`config.mk`:
```
export PLATFORM = sky130hd
export DESIGN_NAME = ov_sccb_slave
export DESIGN_NICKNAME = d
export VERILOG_FILES = /design/src/rtl/ov_sccb_pkg.sv /design/src/rtl/ov_sccb_sync.sv /design/src/rtl/ov_sccb_slave.sv
export SDC_FILE = /design/constraint.sdc
export NUM_CORES = 1
export LEC_CHECK = 0
export ABC_AREA = 1
export CAP_MARGIN = 20
export CORE_MARGIN = 5
export CORE_UTILIZATION = 50
export CTS_CLUSTER_DIAMETER = 80
export DETAILED_ROUTE_END_ITERATION = 8
export GPL_ROUTABILITY_DRIVEN = 1
export GPL_TIMING_DRIVEN = 0
export PLACE_DENSITY = 0.76
export SYNTH_ARGS = -nofsm -noshare
export SYNTH_HDL_FRONTEND = slang
export SYNTH_SLANG_ARGS = --single-unit
```
`constraint.sdc`:
```
create_clock -name clk -period 1.3 [get_ports clk]
set_input_delay 0.13 -clock clk [delete_from_list [all_inputs] [get_ports clk]]
set_output_delay 0.13 -clock clk [all_outputs]
set_load 0.05 [all_outputs]
```
`src/rtl/ov_sccb_pkg.sv`:
```
// Shared types and constants for the OV-style SCCB slave.
package ov_sccb_pkg;

   localparam int unsigned PHASE_BITS       = 9;
   localparam logic [6:0]  DEFAULT_DEV_ADDR = 7'h21;
   localparam int unsigned CNT_W            = 4;

   typedef enum logic [3:0] {
      S_IDLE,
      S_ID,
      S_ID_ACK,
      S_SUB,
      S_SUB_ACK,
      S_WDATA,
      S_WDATA_ACK,
      S_RDATA,
      S_RDATA_NA,
      S_WAIT_STOP
   } state_t;

endpackage

```
`src/rtl/ov_sccb_sync.sv`:
```
// Synchronizers for SIO_C / SIO_D plus clock-edge and START/STOP detection.
module ov_sccb_sync #(
   parameter int unsigned SYNC_STAGES = 2
) (
   input  logic clk,
   input  logic reset,
   input  logic sio_c,
   input  logic sio_d_in,
   output logic sio_d_s,
   output logic c_rise_c,
   output logic c_fall_c,
   output logic start_c,
   output logic stop_c
);

   logic [SYNC_STAGES-1:0] c_sync;
   logic [SYNC_STAGES-1:0] d_sync;
   logic                   c_prev;
   logic                   d_prev;
   logic                   c_now;

   assign c_now   = c_sync[SYNC_STAGES-1];
   assign sio_d_s = d_sync[SYNC_STAGES-1];

   // Shift chains idle high (bus idle) and remember the previous synchronized level.
   always_ff @(posedge clk) begin
      if (reset) begin
         c_sync <= '1;
         d_sync <= '1;
         c_prev <= 1'b1;
         d_prev <= 1'b1;
      end else begin
         c_sync <= SYNC_STAGES'({c_sync, sio_c});
         d_sync <= SYNC_STAGES'({d_sync, sio_d_in});
         c_prev <= c_now;
         d_prev <= sio_d_s;
      end
   end

   // Edge and bus-condition decode on the synchronized levels.
   always_comb begin
      c_rise_c = c_now & ~c_prev;
      c_fall_c = ~c_now & c_prev;
      start_c  = c_now & c_prev & d_prev & ~sio_d_s;
      stop_c   = c_now & c_prev & ~d_prev & sio_d_s;
   end

endmodule

```
`src/rtl/ov_sccb_slave.sv`:
```
// SCCB (OmniVision) slave: 3-phase write, 2-phase read, burst auto-increment.
module ov_sccb_slave
   import ov_sccb_pkg::*;
#(
   parameter logic [6:0]  DEV_ADDR    = DEFAULT_DEV_ADDR,
   parameter int unsigned SYNC_STAGES = 2
) (
   input  logic       clk,
   input  logic       reset,
   input  logic       sio_c,
   input  logic       sio_d_in,
   output logic       sio_d_oe,
   output logic       sio_d_out,
   input  logic       sccb_e,
   input  logic       pwdn,
   output logic [7:0] reg_addr,
   output logic [7:0] reg_wdata,
   output logic       reg_we,
   output logic       reg_rd,
   input  logic [7:0] reg_rdata,
   output logic       busy
);

   localparam logic [CNT_W-1:0] LAST_BIT = CNT_W'(PHASE_BITS - 2);

   state_t           state;
   logic [CNT_W-1:0] cnt;
   logic [7:0]       sr;
   logic             rw;
   logic             ack_on;
   logic [1:0]       rd_phase;
   logic             sio_d_s;
   logic             c_rise_c;
   logic             c_fall_c;
   logic             start_c;
   logic             stop_c;

   ov_sccb_sync #(
      .SYNC_STAGES (SYNC_STAGES)
   ) u_sync (
      .clk      (clk),
      .reset    (reset),
      .sio_c    (sio_c),
      .sio_d_in (sio_d_in),
      .sio_d_s  (sio_d_s),
      .c_rise_c (c_rise_c),
      .c_fall_c (c_fall_c),
      .start_c  (start_c),
      .stop_c   (stop_c)
   );

   // Protocol FSM; bus-level aborts take priority over per-state handling.
   always_ff @(posedge clk) begin
      if (reset) begin
         state     <= S_IDLE;
         cnt       <= '0;
         sr        <= 8'h00;
         rw        <= 1'b0;
         ack_on    <= 1'b0;
         rd_phase  <= 2'd0;
         sio_d_oe  <= 1'b0;
         sio_d_out <= 1'b1;
         reg_addr  <= 8'h00;
         reg_wdata <= 8'h00;
         reg_we    <= 1'b0;
         reg_rd    <= 1'b0;
         busy      <= 1'b0;
      end else begin
         reg_we <= 1'b0;
         reg_rd <= 1'b0;
         // Burst writes advance the sub-address once the strobe has been seen.
         if (reg_we) reg_addr <= reg_addr + 8'd1;

         if (sccb_e || pwdn || stop_c) begin
            state     <= S_IDLE;
            sio_d_oe  <= 1'b0;
            sio_d_out <= 1'b1;
            ack_on    <= 1'b0;
            rd_phase  <= 2'd0;
            cnt       <= '0;
            busy      <= 1'b0;
         end else if (start_c) begin
            state     <= S_ID;
            sio_d_oe  <= 1'b0;
            sio_d_out <= 1'b1;
            ack_on    <= 1'b0;
            rd_phase  <= 2'd0;
            cnt       <= '0;
            busy      <= 1'b1;
         end else begin
            case (state)
               S_IDLE: begin
                  sio_d_oe <= 1'b0;
               end
               S_ID: begin
                  if (c_rise_c) begin
                     sr <= {sr[6:0], sio_d_s};
                     if (cnt == LAST_BIT) begin
                        cnt <= '0;
                        rw  <= sio_d_s;
                        // sr[6:0] holds the seven ID bits; sio_d_s is R/W.
                        state <= (sr[6:0] == DEV_ADDR) ? S_ID_ACK : S_WAIT_STOP;
                     end else begin
                        cnt <= cnt + CNT_W'(1);
                     end
                  end
               end
               S_SUB, S_WDATA: begin
                  if (c_rise_c) begin
                     sr <= {sr[6:0], sio_d_s};
                     if (cnt == LAST_BIT) begin
                        cnt <= '0;
                        if (state == S_SUB) begin
                           reg_addr <= {sr[6:0], sio_d_s};
                           state    <= S_SUB_ACK;
                        end else begin
                           reg_wdata <= {sr[6:0], sio_d_s};
                           reg_we    <= 1'b1;
                           state     <= S_WDATA_ACK;
                        end
                     end else begin
                        cnt <= cnt + CNT_W'(1);
                     end
                  end
               end
               S_ID_ACK, S_SUB_ACK, S_WDATA_ACK: begin
                  // First fall starts the ACK low, second fall ends the ACK bit.
                  if (c_fall_c) begin
                     if (!ack_on) begin
                        ack_on    <= 1'b1;
                        sio_d_oe  <= 1'b1;
                        sio_d_out <= 1'b0;
                     end else begin
                        ack_on    <= 1'b0;
                        sio_d_oe  <= 1'b0;
                        sio_d_out <= 1'b1;
                        if (state == S_ID_ACK && rw) begin
                           state    <= S_RDATA;
                           reg_rd   <= 1'b1;
                           rd_phase <= 2'd1;
                        end else if (state == S_ID_ACK) begin
                           state <= S_SUB;
                        end else begin
                           state <= S_WDATA;
                        end
                     end
                  end
               end
               S_RDATA: begin
                  // Wait out the register-file latency before driving bit 7.
                  if (rd_phase == 2'd1) begin
                     rd_phase <= 2'd2;
                  end else if (rd_phase == 2'd2) begin
                     rd_phase  <= 2'd0;
                     sr        <= reg_rdata;
                     sio_d_oe  <= 1'b1;
                     sio_d_out <= reg_rdata[7];
                     cnt       <= '0;
                  end else begin
                     if (c_fall_c) begin
                        sr        <= {sr[6:0], 1'b0};
                        sio_d_out <= sr[6];
                     end
                     if (c_rise_c) begin
                        if (cnt == LAST_BIT) begin
                           cnt   <= '0;
                           state <= S_RDATA_NA;
                        end else begin
                           cnt <= cnt + CNT_W'(1);
                        end
                     end
                  end
               end
               S_RDATA_NA: begin
                  if (c_fall_c) begin
                     sio_d_oe  <= 1'b0;
                     sio_d_out <= 1'b1;
                     reg_addr  <= reg_addr + 8'd1;
                     state     <= S_WAIT_STOP;
                  end
               end
               S_WAIT_STOP: begin
                  sio_d_oe <= 1'b0;
               end
               default: begin
                  state    <= S_IDLE;
                  sio_d_oe <= 1'b0;
                  busy     <= 1'b0;
               end
            endcase
         end
      end
   end

endmodule
```
==> results.md <==
- The final hold slack is between 0.3 and 0.4 ns.
- The filler cells instantiated in the layout total roughly 360.
- For the worst-skew pair, the clock arrives at the later sink with an insertion delay of 0.31 ns.
- The worst pin sits at a relative slew slack of 0.680.
- The setup slack of the critical path after layout is -0.227 ns.
- The per-instance average area after synthesis is 6.38 um2.
- The setup total negative slack is -5.55 ns.
- The highest fanout seen on the critical path is 4.
- The master cell of the clock root buffer is sky130_fd_sc_hd__clkbuf_8.
- Synthesis produced a netlist whose cell count is 420.
- The instance count after placement with tap cells included is ~520.
- The final route contains between 3000 and 4000 vias.
- The first global-routing pass estimated roughly 13000 um of wire.
- The time the worst path needs with I/O delays and setup is between 1.5 and 2 ns.
- Entering global routing, the biggest net connects 17 pins.
- After synthesis the netlist holds a flip-flop and latch count of 46.
- Setup violations remaining at the end of the flow were counted as 37.
- The quantity of I/O buffers inserted on ports is 34.
- The number of antenna violations at the first check in global routing was 0.
- The share of the Yosys chip area taken by registers is 0.343.
- Once detailed placement completed, the half-perimeter wirelength came to ~5200 um.
- The average detailed-routed wire length per instance is approximately 14 um.
- In this run the deepest clock path goes through 2 buffers.
- The worst hold path passes through 2 cells.
- The startpoint identified for the worst register-to-register timing path is cnt[1]$_SDFFE_PP0P_.
- The first detailed-routing pass took 5 iterations.
- The number of routed nets with antenna violations is 0.
- In this run the register-to-register setup slack is -0.23 ns.
- The violation count after the first detailed-route iteration is 190.
- On the worst path, the slowest cell contributes a delay of ~0.36 ns.
- Setup repair after global routing could not meet its margin everywhere.
- The non-filler instance count after layout is 568.
- The share of post-route cells with drive strength above 1 is 0.390.
- The total length of routed wires is 8170 um.
- The flow ran to the end, but the final reports show violations.
- Walking the worst path, the cells encountered are ha_4, nand3_4, nor2_4, nor2_2, nor2_2, buf_4, nand4_1, nand2_1, nor2_1.
- The floorplan core area is 5170 um2.
- The via count of the first global-routing pass is 2663.
- The critical path is of the reg2reg type.
- Data on the critical path is required at its endpoint by 1.51 ns.
- STA puts the critical path data arrival time at around 1.7 ns.
- The final routed DRC violation total is 0.
- The power density over the cells is roughly 650 nW/um2.
- For this run the aggregate overflow at the end of global routing stands at 0.
- The CTS tree is built.
- The final-report hold violation count is 0.
- The worst clock skew is roughly 0.005 ns.
- On the critical path, the stage with the largest delay is an instance of sky130_fd_sc_hd__dfxtp_2.
- For the worst flop-to-flop path, the logic depth is 9.
- The checks that failed: setup timing.
- The achievable frequency is between 600 and 700 MHz.
- For the pin with the worst max-slew slack, the measured transition is about 0.48 ns.
- The net count after synthesis is about 440.
- Counting every sink on the clock net gives 46.
- The synthesis-to-finish area growth is 48.1%.
- The cell area after placement is ~3200 um2.
- The count of hold-fix buffers inserted at cts is 0.
- The endpoint kind of the worst setup timing path is a register.
- Counting distinct cell types in the post-synthesis netlist gives 31.
- The terminus of the critical flop-to-flop path is state[0]$_SDFFE_PP0P_.
- The area of the die is 6930 um2.
- The final worst-path cycle share is 1.17.
- STA classifies the critical path startpoint as a register.
- The initial utilization of the core area, before any placement, comes to 0.518.
- The horizontal die dimension is between 80 and 90 um.
- The leakage power is between 1.5 and 2 nW.
- The path category of the worst min-delay check is in2reg.
- The area of the mapped netlist is roughly 2700 um2.
- Row generation in the floorplan step produced 26 rows.
- The tool flagged a number of max-cap violations equal to 0.
- The start point of the worst hold path is sio_c.
- Among the stages of the critical path, the cell type that occurs most often is sky130_fd_sc_hd__nor2_2.
- The post-layout net count is 515.
- For this design the top-level I/O count stands at 35.
- The count of warnings emitted by yosys is 0.
- The number of clock buffers added by TritonCTS is 5.
- IR analysis of the VDD net gives a maximum drop of slightly below 0.0007 V.
- At the end of routability-driven placement, the weighted congestion stood at ~0.92.
- The max-slew violation count is 0.
- The global router's overall resource usage is 0.217.
- The timing startpoint of the critical path is cnt[1]$_SDFFE_PP0P_.
- The via count normalized by instance count is between 5 and 6.
- The utilization of the core after routing is 0.768.
- The H-tree was split into 2 levels.
- The clock transition at the register clock pins on the worst setup and hold paths after CTS is 0.09 ns.
- The finished cells cover between 3000 and 4000 um2.
- The capture endpoint of the worst hold path is u_sync.c_sync[0]$_SDFF_PP1_.
- The die height is 83.2 um.
- The antenna diode instance count is 0.
-- through the flow --
stage	setup WS, ns	total power (W)
after floorplan	-0.0215	0.00152
after global placement	-0.377	0.00158
after detailed placement	-0.364	0.00158
after CTS	-0.149	0.00254
after global routing	-0.283	0.00266
final	-0.227	0.00257
-- power by group --
part | switching, W | internal, W | total, W
registers | 0.00000623 | 0.00140 | 0.00141
clock network | 0.000562 | 0.000387 | 0.000949
logic | 0.000110 | 0.000102 | 0.000211
-- cells in the mapped netlist, drive strengths merged --
| cell | number | area [um2] |
|---|---|---|
| xnor2 | 1 | 8.76 |
| nor2 | 58 | 280 |
| nand3 | 38 | 190 |
| nand4 | 3 | 18.8 |
| dfxtp | 46 | 921 |
| nor3 | 1 | 5.00 |
| nand2 | 149 | 599 |
| ha | 4 | 50.1 |
| a21oi | 25 | 140 |
| xor2 | 2 | 17.5 |
| o21bai | 2 | 15.0 |
| clkbuf | 3 | 12.5 |
| inv | 46 | 173 |
| o22ai | 3 | 18.8 |
| buf | 4 | 37.5 |
| o2111ai | 1 | 8.76 |
| nor3b | 1 | 7.51 |
| or2 | 5 | 31.3 |
| o21ai | 27 | 139 |
| a211oi | 1 | 7.51 |
-- metal layers --
metal | wire length (um) | track usage | vias up
met1 | 3630 | 0.291 | 1403
met4 | 125 | 0.0684 | 0
met2 | 3900 | 0.340 | 108
li1 | - | - | 1494
met3 | 524 | 0.0574 | 13
met5 | 0 | 0 | -
-- cell usage in the layout, fill, tap and decap left out, types with 3 or more instances in the layout --
| cell | netlist | layout |
|---|---|---|
| sky130_fd_sc_hd__clkdlybuf4s15_2 | 0 | 11 |
| sky130_fd_sc_hd__inv_4 | 0 | 4 |
| sky130_fd_sc_hd__nor2_4 | 7 | 11 |
| sky130_fd_sc_hd__dfxtp_1 | 46 | 27 |
| sky130_fd_sc_hd__nand2_8 | 0 | 4 |
| sky130_fd_sc_hd__o21ai_0 | 20 | 11 |
| sky130_fd_sc_hd__buf_4 | 2 | 27 |
| sky130_fd_sc_hd__clkdlybuf4s50_1 | 0 | 13 |
| sky130_fd_sc_hd__buf_8 | 0 | 3 |
| sky130_fd_sc_hd__inv_2 | 4 | 8 |
| sky130_fd_sc_hd__nor2_2 | 4 | 10 |
| sky130_fd_sc_hd__o21ai_1 | 6 | 7 |
| sky130_fd_sc_hd__nand2_2 | 4 | 15 |
| sky130_fd_sc_hd__a21oi_2 | 1 | 6 |
| sky130_fd_sc_hd__nor2_1 | 47 | 37 |
| sky130_fd_sc_hd__inv_1 | 42 | 32 |
| sky130_fd_sc_hd__dfxtp_2 | 0 | 11 |
| sky130_fd_sc_hd__buf_12 | 0 | 3 |
| sky130_fd_sc_hd__ha_4 | 0 | 3 |
| sky130_fd_sc_hd__clkbuf_2 | 1 | 11 |
| sky130_fd_sc_hd__or2_2 | 5 | 5 |
| sky130_fd_sc_hd__nand3_1 | 38 | 29 |
| sky130_fd_sc_hd__dfxtp_4 | 0 | 8 |
| sky130_fd_sc_hd__nand4_1 | 3 | 3 |
| sky130_fd_sc_hd__buf_6 | 2 | 6 |
| sky130_fd_sc_hd__a21oi_1 | 23 | 17 |
| sky130_fd_sc_hd__o21ai_2 | 1 | 9 |
| sky130_fd_sc_hd__nand3_2 | 0 | 7 |
| sky130_fd_sc_hd__nand2_4 | 4 | 12 |
| sky130_fd_sc_hd__clkbuf_8 | 0 | 5 |
| sky130_fd_sc_hd__nand2_1 | 141 | 118 |
-- worst max-delay path, delay by kind of cell, from the launching register on --
kind	cells	cell delay [ns]
buffers and inverters	1	0.13
adder cells (fa/ha/maj)	1	0.15
flip-flops	1	0.36
AND/OR/NAND/NOR	7	0.76
-- flip-flops by register name, summed over array words and instances, names as in the netlist --
register       count
state              4
reg_rd             1
ack_on             1
reg_we             1
u_sync.d_prev      1
sio_d_out          1
busy               1
sio_d_oe           1
cnt                4
reg_wdata          8
sr                 7
u_sync.d_sync      2
u_sync.c_sync      2
rw                 1
reg_addr           8
rd_phase           2
u_sync.c_prev      1
-- repair_timing --
item | 4_1_cts | 5_1_grt
resized for setup | 102 | 94
buffers inserted | 14 | 21
hold endpoints to repair | 0 | 0
gates cloned | 1 | 1
setup endpoints to repair | 60 | 48
pin swaps | 19 | 34
-- how the worst max path moves through the flow --
stage	endpoint	slack, ns	cells after the start
after CTS	reg_wdata[6]$_SDFFE_PP0P_	-0.15	8
after floorplan	reg_addr[6]$_SDFF_PP0_	-0.02	10
final	state[0]$_SDFFE_PP0P_	-0.23	9
after global placement	rd_phase[0]$_SDFFE_PP0P_	-0.38	8
after detailed placement	cnt[2]$_SDFFE_PP0P_	-0.36	9
after global routing	rw$_SDFFE_PP0P_	-0.28	8
-- layout make-up --
cell class                 instances  area (um2)  area share
multi-input combinational        321        1920       0.483
inverter                          46         200      0.0504
timing repair buffer              70         638       0.161
sequential                        46         965       0.243
buffer                             7        71.3      0.0180
clock buffer                       5        68.8      0.0173
clock inverter                     3        22.5     0.00567
tap                               70        87.6      0.0221
-- logic make-up after synthesis --
kind of cell,Yosys count,share of synthesized area
buffers and inverters,53,0.0831
DFF,46,0.343
and+or+nand+nor,255,0.422
xor gates and xnor gates,3,0.00980
AOI/OAI and AO/OA,59,0.123
adders and majority gates,4,0.0187
Note: power is estimated with default switching activity, not from simulation.
==> RTL edit 1 (same flow settings) <==
Compare `cnt` against `LAST_BIT` with >= in place of ==.
--- a/src/rtl/ov_sccb_slave.sv
+++ b/src/rtl/ov_sccb_slave.sv
@@ -108,7 +108,7 @@
                S_SUB, S_WDATA: begin
                   if (c_rise_c) begin
                      sr <= {sr[6:0], sio_d_s};
-                     if (cnt == LAST_BIT) begin
+                     if (cnt >= LAST_BIT) begin
                         cnt <= '0;
                         if (state == S_SUB) begin
                            reg_addr <= {sr[6:0], sio_d_s};
Formal check against the unedited RTL: no difference found for any inputs over 4 cycles, from zero or initial values and one cycle with reset high; that may be too few to reach the edited logic, so the function may still have changed.
==> RTL edit 1 against the unedited design <==
  * The run still ends with negative setup slack left
  * Largest power group unchanged
  * Setup slack got worse by 150 ps
  * Sequential cell count unchanged
  * Power fell by 0.19%
  * Largest cell class unchanged
  * First-iteration DRC count increased by 73%
  * Synthesized area increased by 7.0%
  * Design area up 8.9%
  * Highest routed layer unchanged
  * Routed wire length increased by 19%
==> RTL edit 1: results (changes against the unedited design) <==
metric;value;unit;change
met2 global-route usage;42.2;%;+8.1 points
sw frac;26.8;%;+0.40 points
pwr/cell area;593;nW/um^2;-8.3%
Placed Area;3500;sq um;+10%
P_clk;958;uW;+0.9%
Hold Path End;reg_addr[4]$_SDFF_PP0_;;
Nets;573;;+11%
fin cells;628;;+11%
DP Worst Slack;-914;ps;-550 ps
met1 GRT Util;32.5;%;+3.4 points
violated checks;negative setup slack;;
routed wl met3;709;microns;+35%
Hold Worst Slack;264;ps;-105 ps
P_comb;210;uW;
Critical Path Start;state[2]$_SDFFE_PP0P_;;
final setup fails;39;;+5.4%
top post-synthesis cells by area;dfxtp_1, nand2_1, nor2_1;;
design area;4320;sq um;+8.9%
met3 GRT Util;4.42;%;-1.3 points
GRT busiest layer;met2;;
worst-case reg-to-reg path depth;10;;+1
critical path arrival;1870;ps;+130 ps
unique cell type count in the Yosys netlist;32;;+3.2%
wl on met1;3.96;mm;+9.2%
Total Neg Setup Slack;-9290;ps;-3740 ps
min-delay src;reset;;
DR iter-0 viols;329;;+73%
Met2 Wirelength;4.71;mm;+21%
Leak;0.00193;uW;+9.2%
outcome;finished, violations left;;
synth cell count leaders;nand2_1, nor2_1, dfxtp_1;;
drt total wl;9.75;mm;+19%
via/cell ratio;5.60;;+5.4%
maximum vdd drop;0.657;mV;-5.3%
Critical Path Sink;cnt[3]$_SDFFE_PP0P_;;
setup slack after layout;-376;ps;-149 ps
Rel. slew slack;68.0;%;about the same
share of layout cells above drive strength 1;38.1;%;-0.83 points
GRT Util Overall;25.0;%;+3.3 points
Placer Congestion;0.920;;about the same
largest net degree at the start of global routing;17;;unchanged
vias in the first global route;3251;;+22%
syn nets;491;;+12%
sequential share of the synthesized area;32.1;%;-2.2 points
Clock Skews;11.2;ps;+6.11 ps
number of buffers created by CTS;5;;unchanged
Post-Place Cells;579;;+10%
first-pass GRT wire length;15.0;mm;+19%
fill count;391;;+8.0%
==> RTL edit 1: area by class of cell <==
cell class,instances,share of cell area [%]
timing repair buffer,75,15.9
clock inverter,3,0.550
tap,72,2.08
clock buffer,5,1.59
sequential,46,22.7
inverter,49,4.66
multi-input combinational,368,50.2
buffer,10,2.26
==> RTL edit 1: cells by family after synthesis <==
kind of cell             synth area share, %
AND/OR/NAND/NOR                         42.2
AO/OA/AOI/OAI                           13.2
adder cells (fa/ha/maj)                 1.75
buffers and inverters                   8.59
XOR/XNOR                                2.14
flip-flops                              32.1
==> RTL edit 1: repair_timing <==
action,in CTS,in global routing
gates resized for setup,149,45
buffers inserted,29,11
cloned,3,1
pin swaps,13,15
setup endpoints to repair,60,43
==> RTL edit 1: critical path, stage by stage (launching register included) <==
cell and delay, ps:
dfxtp_4 430, inv_4 60, nor2_4 170, nand2_4 90
nand2_8 120, buf_4 120, a21oi_2 50, nor2_4 180
o21ai_1 110, nor2_1 150, nor2_1 90
==> RTL edit 2 (config.mk and constraints unchanged) <==
Without the edit above. `SYNC_STAGES` is set to 2 in 2 places; all go to 4.
--- a/src/rtl/ov_sccb_sync.sv
+++ b/src/rtl/ov_sccb_sync.sv
@@ -1,6 +1,6 @@
 // Synchronizers for SIO_C / SIO_D plus clock-edge and START/STOP detection.
 module ov_sccb_sync #(
-   parameter int unsigned SYNC_STAGES = 2
+   parameter int unsigned SYNC_STAGES = 4
 ) (
    input  logic clk,
    input  logic reset,
--- a/src/rtl/ov_sccb_slave.sv
+++ b/src/rtl/ov_sccb_slave.sv
@@ -3,7 +3,7 @@
    import ov_sccb_pkg::*;
 #(
    parameter logic [6:0]  DEV_ADDR    = DEFAULT_DEV_ADDR,
-   parameter int unsigned SYNC_STAGES = 2
+   parameter int unsigned SYNC_STAGES = 4
 ) (
    input  logic       clk,
    input  logic       reset,
Behaviour: not the same (Yosys sat finds a counterexample within 4 cycles, from zero or initial values and one cycle with reset high).
==> RTL edit 2 against the unedited design <==
  * The run ends with design-rule violations, negative setup slack left
  * Non-clock buffer count up 24
  * Largest cell class unchanged
  * Synthesized area up 5.5%
  * Die area up 4.8%
  * Design area up 17%
  * Sequential cell count up 4
  * Power up 13%
  * Critical path type unchanged
  * First-iteration DRC count rose to 3.1 times the old value
  * Count of clock-buffer cells in the layout up 2
  * Hold slack worse by 8.9 ps
  * Routed wire length up 51%
  * Setup slack worse by 280 ps
==> RTL edit 2: results (changes against the unedited design) <==
metric;value;unit;change
outcome;finished, violations left;;
violated checks;design-rule violations, negative setup slack;;
Clock Skews;10.5;ps;+5.37 ps
HP Class;primary input to flip-flop;;
Slowest-stage cell, CP;dfxtp_4;;
min-delay src;sio_d_in;;
Pre-Repair DR Iteration Count;9;;+4
GRT Util Overall;25.4;%;+3.6 points
clock-pin slew on the worst setup and hold paths;100;ps;
clk_lat worst skew;330;ps;+20 ps
synth cell count leaders;nand2_1, inv_1, dfxtp_1;;
top cell family by delay on the critical path;compound AO/OA/AOI/OAI gates;;
vias in the first global route;3222;;+21%
Total Neg Setup Slack;-10430;ps;-4880 ps
maximum vdd drop;0.671;mV;-3.3%
critical path arrival;2060;ps;+320 ps
switching power;724;uW;+6.8%
initial antenna violation count;0;;unchanged
top post-synthesis cells by area;dfxtp_1, nand2_1, inv_1;;
port bufs;34;;unchanged
first-pass GRT wire length;14.9;mm;+19%
Root Buffer Master;clkbuf_8;;
post-cts resize count;161;;+58%
asr flop ratio synth;0;%;unchanged
setup bufs post-CTS;34;;+20
HPWL after DPL;5.56;mm;+7.8%
DR DRC count;40;;+40
DP Worst Slack;-634;ps;-270 ps
largest net degree at the start of global routing;17;;unchanged
worst-path maximum fanout;5;;+1
sequential share of the synthesized area;35.4;%;+1.0 points
number of buffers created by CTS;5;;unchanged
max incr delay on CP;430;ps;+70 ps
setup slack after layout;-511;ps;-284 ps
fill count;287;;-21%
final setup fails;39;;+5.4%
DR iter-0 viols;596;;+210%
Nets;561;;+8.9%
Leak;0.00198;uW;+12%
Placed Area;3380;sq um;+6.5%
share of layout cells above drive strength 1;46.7;%;+7.7 points
DR WL/cell;20.1;microns;+40%
Placer Congestion;0.931;;+1.1%
Startpoint Class;flip-flop;;
Worst-Margin Slew;599;ps;+118 ps
FF-to-FF Start;state[0]$_SDFFE_PP0P_;;
syn nets;460;;+5.0%
via/cell ratio;6.24;;+17%
clk buf depth;2;;unchanged
biggest regs;reg_addr (8), reg_wdata (8), sr (7);;
RTL edit 2: cell families (layout without fill, tap and decap cells):
kind of cell	count (synthesis)	count (layout)	share of synthesized area, %
flip-flops	50	50	35.4
AO/OA/AOI/OAI	84	84	16.3
AND/OR/NAND/NOR	227	228	35.5
adder cells (fa/ha/maj)	4	4	1.77
multiplexers	1	1	0.354
buffers and inverters	74	175	10.1
XOR/XNOR	2	2	0.619
RTL edit 2: power by group through the flow:
stage	Sequential (uW)	Clock, uW	Combinational [uW]
floorplan	1570	0	62.3
global placement	1570	0	126
detailed placement	1570	0	125
CTS	1530	1140	157
global route	1520	1240	217
finish	1520	1160	207
RTL edit 2: stage by stage:
step	util, %	instances	total power, uW
floorplan	-	442	1630
global placement	61.4	548	1690
detailed placement	61.4	548	1690
CTS	74.9	591	2830
global route	84.4	616	2980
finish	84.4	616	2890
RTL edit 2: metal layers:
layer / track usage [%] / part of all wire, %
met1: 29.4 / 34
met5: 0 / 0
met4: 14.4 / 8.2
met2: 43.8 / 47
met3: 4.47 / 10
RTL edit 2: area by class of cell:
type                    instances  share of cell area (%)
multi-input cells             319                    46.6
flip-flops and latches         50                    22.7
repair buffers                 93                    18.4
inverters                      66                    6.35
clock buffers                   7                    2.31
well taps                      72                    1.94
plain buffers                   8                    1.48
clock inverters                 1                   0.188
RTL edit 2: final timing paths:
kind	cells past startpoint	slack (ps)	endpoint
max	8	-510	reg_addr[3]$_SDFF_PP0_
min	2	360	u_sync.d_sync[0]$_SDFF_PP1_
max reg2reg	8	-510	reg_addr[3]$_SDFF_PP0_
min reg2reg	1	420	u_sync.d_sync[1]$_SDFF_PP1_
